===== config.mk =====
export PLATFORM = sky130hd
export DESIGN_NAME = div_unit
export DESIGN_NICKNAME = d
export VERILOG_FILES = /design/src/rtl/div_unit.sv
export SDC_FILE = /design/constraint.sdc
export NUM_CORES = 1
export LEC_CHECK = 0
export BUFFER_PORTS_ARGS = -buffer_cell sky130_fd_sc_hd__buf_2
export CAP_MARGIN = 20
export CELL_PAD_IN_SITES_DETAIL_PLACEMENT = 1
export CELL_PAD_IN_SITES_GLOBAL_PLACEMENT = 1
export CORE_MARGIN = 2
export CORE_UTILIZATION = 40
export CTS_CLUSTER_SIZE = 30
export DETAILED_ROUTE_END_ITERATION = 12
export PLACE_DENSITY_LB_ADDON = 0.1
export RECOVER_POWER = 50
export SLEW_MARGIN = 25
export SYNTH_ARGS = -nofsm -noshare
export SYNTH_HDL_FRONTEND = slang
export SYNTH_SLANG_ARGS = --single-unit

===== constraint.sdc =====
create_clock -name clk_i -period 3.4 [get_ports clk_i]
set_clock_uncertainty 0.05 [all_clocks]
set_input_delay 0.34 -clock clk_i [delete_from_list [all_inputs] [get_ports clk_i]]
set_output_delay 0.34 -clock clk_i [all_outputs]
set_load 0.05 [all_outputs]

===== src/rtl/div_unit.sv =====
// Iterative restoring radix-2 divider (signed/unsigned quotient and remainder).
// Optional `DIV_SPECIAL_BYPASS_EN: divide-by-zero and signed overflow skip the iterations.
package div_pkg;
  typedef enum logic [1:0] {
    DIV_  = 2'd0,
    DIVU_ = 2'd1,
    REM_  = 2'd2,
    REMU_ = 2'd3
  } div_ops_e;
endpackage

module div_unit
  import div_pkg::*;
#(
  parameter int unsigned XLEN = 32
) (
  input  logic            clk_i,
  input  logic            rst_i,
  input  logic            clk_en_i,
  input  logic [XLEN-1:0] dividend_i,
  input  logic [XLEN-1:0] divisor_i,
  input  div_ops_e        ops_i,
  input  logic            valid_i,
  output logic [XLEN-1:0] result_o,
  output logic            valid_o,
  output logic            busy_o
);

  localparam int unsigned CW = $clog2(XLEN);
  localparam logic [CW-1:0] LAST_STEP = CW'(XLEN - 1);

  typedef enum logic [1:0] {IDLE, DIVIDE, FINISH} state_e;

  state_e          state_q, state_d;
  logic [CW-1:0]   cnt_q, cnt_d;
  logic [XLEN-1:0] rem_q, rem_d;
  logic [XLEN-1:0] quo_q, quo_d;
  logic [XLEN-1:0] dvs_q, dvs_d;
  div_ops_e        op_q, op_d;
  logic            qneg_q, qneg_d;
  logic            rneg_q, rneg_d;
  logic [XLEN-1:0] result_q, result_d;
  logic            valid_q, valid_d;

  logic            signed_op;
  logic            a_neg, b_neg;
  logic [XLEN-1:0] a_abs, b_abs;
  logic [XLEN:0]   shifted;
  logic            ge;

  always_comb begin
    state_d   = state_q;
    cnt_d     = cnt_q;
    rem_d     = rem_q;
    quo_d     = quo_q;
    dvs_d     = dvs_q;
    op_d      = op_q;
    qneg_d    = qneg_q;
    rneg_d    = rneg_q;
    result_d  = result_q;
    valid_d   = valid_q;
    signed_op = (ops_i == DIV_) || (ops_i == REM_);
    a_neg     = signed_op & dividend_i[XLEN-1];
    b_neg     = signed_op & divisor_i[XLEN-1];
    a_abs     = a_neg ? -dividend_i : dividend_i;
    b_abs     = b_neg ? -divisor_i : divisor_i;
    shifted   = {rem_q, quo_q[XLEN-1]};
    ge        = shifted >= {1'b0, dvs_q};

    if (clk_en_i) begin
      valid_d = 1'b0;
      unique case (state_q)
        IDLE: begin
          if (valid_i) begin
            op_d    = ops_i;
            dvs_d   = b_abs;
            quo_d   = a_abs;
            rem_d   = '0;
            cnt_d   = '0;
            qneg_d  = (a_neg ^ b_neg) && (divisor_i != '0);
            rneg_d  = a_neg;
            state_d = DIVIDE;
`ifdef DIV_SPECIAL_BYPASS_EN
            // Preload the unsigned core results the iterations would produce,
            // so the common FINISH fix-up yields the special-case answers.
            if (divisor_i == '0) begin
              quo_d   = '1;
              rem_d   = a_abs;
              state_d = FINISH;
            end else if (signed_op && (dividend_i == {1'b1, {(XLEN-1){1'b0}}})
                         && (divisor_i == '1)) begin
              quo_d   = a_abs;
              rem_d   = '0;
              state_d = FINISH;
            end
`endif
          end
        end
        DIVIDE: begin
          rem_d = ge ? XLEN'(shifted - {1'b0, dvs_q}) : shifted[XLEN-1:0];
          quo_d = {quo_q[XLEN-2:0], ge};
          cnt_d = cnt_q + 1'b1;
          if (cnt_q == LAST_STEP) state_d = FINISH;
        end
        FINISH: begin
          if ((op_q == REM_) || (op_q == REMU_))
            result_d = rneg_q ? -rem_q : rem_q;
          else
            result_d = qneg_q ? -quo_q : quo_q;
          valid_d = 1'b1;
          state_d = IDLE;
        end
        default: state_d = IDLE;
      endcase
    end
  end

  always_ff @(posedge clk_i) begin
    if (rst_i) begin
      state_q  <= IDLE;
      cnt_q    <= '0;
      rem_q    <= '0;
      quo_q    <= '0;
      dvs_q    <= '0;
      op_q     <= DIV_;
      qneg_q   <= 1'b0;
      rneg_q   <= 1'b0;
      result_q <= '0;
      valid_q  <= 1'b0;
    end else begin
      state_q  <= state_d;
      cnt_q    <= cnt_d;
      rem_q    <= rem_d;
      quo_q    <= quo_d;
      dvs_q    <= dvs_d;
      op_q     <= op_d;
      qneg_q   <= qneg_d;
      rneg_q   <= rneg_d;
      result_q <= result_d;
      valid_q  <= valid_d;
    end
  end

  assign result_o = result_q;
  assign valid_o  = valid_q;
  assign busy_o   = (state_q != IDLE);

endmodule


==> run metrics, run 1 <==
number of buffers added on ports=roughly 100; clock sink count=about 140; crit-path leading delay family=compound AO/OA/AOI/OAI gates; Hold Crit Class=primary input to flip-flop; Synth cell types=68; fin crit period=approximately 3200 ps; drt pass-1 iters=7; Core ar.=roughly 25000 µm²; startpoint class of the critical path=flip-flop; WL final=37300 µm; clock slew seen by the registers of the worst setup and hold paths=roughly 70 ps; commonest cells after routing, fill and taps aside=157 x nand2_1, 141 x a21oi_1, 138 x dfxtp_1; critical path arrival=roughly 3500 ps; Fillers=around 3200; Most used DFF post-synth=dfxtp_1; routed length per instance=just over 20 µm; Pins Over Slew Limit=0; critical path capture point type=flip-flop; P_leak=between 4 and 5 nW; post-synthesis sequential area ratio=0.271; commonest non-fill, non-tap cell in the layout=nand2_1; dpl hpwl=29000 µm; Area growth syn-to-layout=16.7%; clock latency on the worst-skew pair=430 ps; worst-margin pin slew=around 1300 ps; Worst Hold Launch=ops_i[1]; vias per cell=around 5.9; maximum vdd drop=roughly 0.32 mV; Nets=~1600; Hold Vio Cnt, Final=0; routability cong.=roughly 0.85; Post-CTS Hold Buffers=0; # setup viols final=0; Slew headroom=0.148; Async SR Flop Fraction=0; slowest CP cell=or3_1; clk root buf=clkbuf_16; max incr delay on CP=about 450 ps; RSZ-0062 raised after global routing=false; worst-path maximum fanout=21; DRC Markers=0; setup tns final=0 ps; CTS Buf Count=17; Hold WS=roughly 90 ps; synthesized area=slightly above 10000 µm²; Bufs and invs on worst path=2; Net Count, Synth=roughly 1500; GRT Util Overall=0.281; initial antenna violation count=0; worst-path cell chain=inv_1 -> ha_1 -> a21o_1 -> a21oi_1 -> o21ai_0 -> or3_1 -> o211a_1 -> or3_1 -> buf_12 -> a21o_1 -> a32o_1; status=finished, final reports clean; antenna viol nets, final=0; number of global-route vias before repair=between 10000 and 15000; io pins=roughly 100; Core Rows=between 50 and 60; # H-tree levels=4; Worst setup startpoint=dvs_q[6]; ANT cells=0; crit share post-route=0.951; Die ar.=roughly 27000 µm²; Reg-to-Reg Start=dvs_q[6]; max-capacitance violation count=0; pin count of the biggest net entering global routing=a little under 80; syn_area_per_cell=about 7.4 µm²; DP Worst Slack=around 180 ps; FF+latch count, synth=approximately 140; Cells after Synth=around 1400; die width=between 150 and 200 µm; Worst Setup Path Type=flip-flop to flip-flop; Ys Warns=0; P per Cell Area=427 nW/µm²; Bufs on Longest Clock Path=2; DRT iter0 DRCs=777; Critical Path RT=around 3700 ps; Vias=10700; DIE HEIGHT=about 160 µm; grt total ovfl=0; Post-synth EDFFs=0; share of post-route cells with drive strength above 1=0.137; multi-input logic area=6890 µm²; sequential cell area=between 2000 and 3000 µm²; Starting Density=0.408; final setup margin=between 150 and 200 ps; CTS tree=built; first-pass GRT wire length=roughly 59000 µm; final core utilization=0.476; FMAX=309 MHz
==> timing repair <==
item	CTS	global route
setup buffers	0	0
setup endpoints to repair	0	13
gates resized for setup	0	3
==> through the flow <==
stage	cells	instance area (µm²)	total power, mW
floorplan	1383	10300	2.62
global placement	1796	11400	3.06
detailed placement	1796	11400	3.08
CTS	1827	12100	5.13
global route	1827	12000	5.34
finish	1827	12000	5.12
==> worst paths after layout <==
path | end | slack (ps) | cells after the start
max reg2reg | rem_q[10] | 170 | 11
min reg2reg | result_o[14] | 410 | 2
max | rem_q[10] | 170 | 11
min | op_q[1] | 90 | 3
==> registers in the layout (all words and copies together) (netlist names) <==
signal,flops
rem_q,32
dvs_q,32
state_q,2
result_o,32
cnt_q,5
rneg_q,1
valid_o,1
qneg_q,1
op_q,1
quo_q,32
==> tightest hold or removal path, delay by kind of cell <==
kind | cells | cell delay [ps]
simple gates | 1 | 50
buf+inv | 1 | 90
compound gates | 1 | 50
==> per-layer routing <==
layer	vias up	GRT usage	share of wire
met5	-	0	0
met4	0	0.0774	0.021
met3	39	0.0323	0.047
met2	263	0.418	0.43
met1	5218	0.424	0.51
li1	5225	-	-
==> area by class of cell <==
class | count | area share
repair buffers | 178 | 0.0853
clock buffers | 18 | 0.0366
multi-input cells | 1081 | 0.574
clock inverters | 13 | 0.0159
well taps | 330 | 0.0344
flip-flops and latches | 139 | 0.232
inverters | 68 | 0.0213
==> cell usage after synthesis (7+ instances only) <==
cell	count	area, µm²
a211oi_1	37	278
a21o_1	13	97.6
a21oi_1	141	706
a221oi_1	10	87.6
and3_1	11	68.8
buf_2	8	40.0
clkbuf_1	83	312
dfxtp_1	139	2780
ha_1	38	475
inv_1	67	251
mux2i_1	7	70.1
nand2_1	157	589
nand2b_1	9	56.3
nand3_1	23	115
nand4_1	26	163
nor2_1	135	507
nor2b_1	7	43.8
nor3_1	30	150
nor4_1	16	100
o211ai_1	56	420
o21ai_0	54	270
o221a_2	13	146
o31ai_1	37	278
o41ai_1	11	96.3
or3_1	16	100
or4_1	13	97.6
xnor2_1	79	692
xor2_1	58	508
==> kinds of logic (layout without fill, tap and decap cells) <==
family / count (synthesis) / in the layout / synth area share
xor+xnor: 137 / 137 / 0.117
compound gates: 434 / 434 / 0.286
fa+ha+maj: 39 / 39 / 0.0482
flops: 139 / 139 / 0.271
simple gates: 464 / 464 / 0.210
mux: 7 / 7 / 0.00682
buf+inv: 163 / 277 / 0.0616
==> report_power, final <==
group          switching, mW  internal [mW]
registers             0.0844           1.69
clock network          0.797           1.25
logic                  0.817          0.472
Note: power is estimated with default switching activity, not from simulation.
==> run 2, diff against run 1 <==
- ABC_CLOCK_PERIOD_IN_PS: default -> 3400
- CAP_MARGIN: 20 -> 30
- MAX_ROUTING_LAYER: default -> met4
==> run metrics, run 2 (same netlist as run 1, synthesis figures left out) <==
status=finished, final reports clean; Core ar.=~25000 µm²; worst-margin pin slew=roughly 1300 ps; net load switching power=approximately 1.7 mW; Critical Path RT=around 3700 ps; drt pass-1 iters=5; maximum vdd drop=0.219 mV; Slew headroom=0.158; grt total ovfl=0; dpl hpwl=roughly 30000 µm; ANT cells=0; crit-path leading delay family=simple AND/OR/NAND/NOR gates; clock latency on the worst-skew pair=around 440 ps; finished layout cell area=~12000 µm²; FMAX=311 MHz; io pins=roughly 100; number of buffers added on ports=roughly 100; Post-CTS Hold Buffers=0; Worst path most repeated cell=or3_1; Seq pwr share=0.357; initial antenna violation count=0; vias per cell=5.87; pin count of the biggest net entering global routing=45; share of post-route cells with drive strength above 1=0.143; startpoint class of the critical path=flip-flop; commonest non-fill, non-tap cell in the layout=nand2_1; max-capacitance violation count=0; CTS Buf Count=17; antenna viol nets, final=0; routed length per instance=between 20 and 25 µm; P_leak=around 4.7 nW; clock slew seen by the registers of the worst setup and hold paths=about 70 ps; Pins Over Slew Limit=0; number of global-route vias before repair=~10000; crit share post-route=0.947; worst-path cell chain=ha_1 -> and4_1 -> nand2_1 -> o21ai_0 -> or3_1 -> o211a_1 -> or3_1 -> buf_12 -> a21o_1 -> a32o_1; Hold Crit Class=primary input to flip-flop; die width=164 µm; first-pass GRT wire length=around 60000 µm; fin crit period=between 3000 and 4000 ps; placed cell area=between 10000 and 15000 µm²; GRT Util Overall=0.294; Hold Vio Cnt, Final=0; post-CTS sizing=0; setup tns final=0 ps; Post-CTS Setup Repair Bufs=0; Area growth syn-to-layout=17.1%; # setup viols final=0; P per Cell Area=approximately 410 nW/µm²; Post-Place Cells=1805; DIE HEIGHT=approximately 160 µm; Gate power share=0.263; worst-path maximum fanout=21; slowest CP cell=dfxtp_1; critical path capture point type=flip-flop; RSZ-0062 raised after global routing=false; # H-tree levels=4; routability cong.=roughly 0.89; Core Rows=a little under 60; CTS tree=built; Nets=1604; Worst Setup Path Type=flip-flop to flip-flop; WL final=roughly 38000 µm; Layout Cells excl Fill=1837; Starting Density=0.408; Die ar.=approximately 27000 µm²; Bufs and invs on worst path=1; sw frac=0.345; P_int=around 3.3 mW; Vias=10800; clock network fraction of design power=0.379; max incr delay on CP=530 ps; DRC Markers=0; Bufs on Longest Clock Path=2; commonest cells after routing, fill and taps aside=157 x nand2_1, 141 x a21oi_1, 138 x dfxtp_1; critical path arrival=~3500 ps; clk root buf=clkbuf_16; clock sink count=about 140; DRT iter0 DRCs=roughly 680
==> run 2: worst register-to-register path, stage by stage (launching register included) <==
cell and delay (ps):
dfxtp_1 530, ha_1 350, and4_1 250, nand2_1 60, o21ai_0 110, or3_1 440, o211a_1 300, or3_1 440
buf_12 190, a21o_1 160, a32o_1 230
==> run 2: final timing paths <==
kind | from | to | slack, ps | depth (start not counted)
max | rem_q[9] | rem_q[10] | 180 | 10
min | ops_i[1] | op_q[1] | 70 | 3
max reg2reg | rem_q[9] | rem_q[10] | 180 | 10
min reg2reg | result_o[27] | result_o[27] | 400 | 2
==> run 2: final cells by class <==
cell class | count | area, µm²
clock buffers | 18 | 429
clock inverters | 13 | 144
fillers | 3239 | 13100
inverters | 68 | 255
multi-input cells | 1081 | 6890
flip-flops and latches | 139 | 2780
well taps | 330 | 413
repair buffers | 188 | 1130
==> run 2: power groups by stage <==
stage / Clock [mW] / Combinational, mW / Sequential, mW
finish: 1.89 / 1.31 / 1.78
global route: 1.99 / 1.44 / 1.79
CTS: 1.92 / 1.29 / 1.78
detailed placement: 0 / 1.28 / 1.81
global placement: 0 / 1.26 / 1.81
floorplan: 0 / 0.852 / 1.77
==> run 2: layer usage <==
metal | global-route usage | part of all wire | vias to the layer above
li1 | - | - | 5246
met1 | 0.420 | 0.50 | 5235
met2 | 0.423 | 0.43 | 253
met3 | 0.0462 | 0.050 | 42
met4 | 0.0873 | 0.021 | 0
met5 | - | 0 | -
==> run 2: stage by stage <==
step / power [mW] / hold WS [ps] / util / setup slack (ps)
2_1_floorplan: 2.62 / 390 / - / 441
3_3_place_gp: 3.07 / 389 / 0.457 / 299
3_5_place_dp: 3.10 / 392 / 0.457 / 184
4_1_cts: 4.99 / 59.6 / 0.480 / 139
5_1_grt: 5.22 / 87.8 / 0.478 / 17.8
6_report: 4.98 / 71.4 / 0.478 / 180
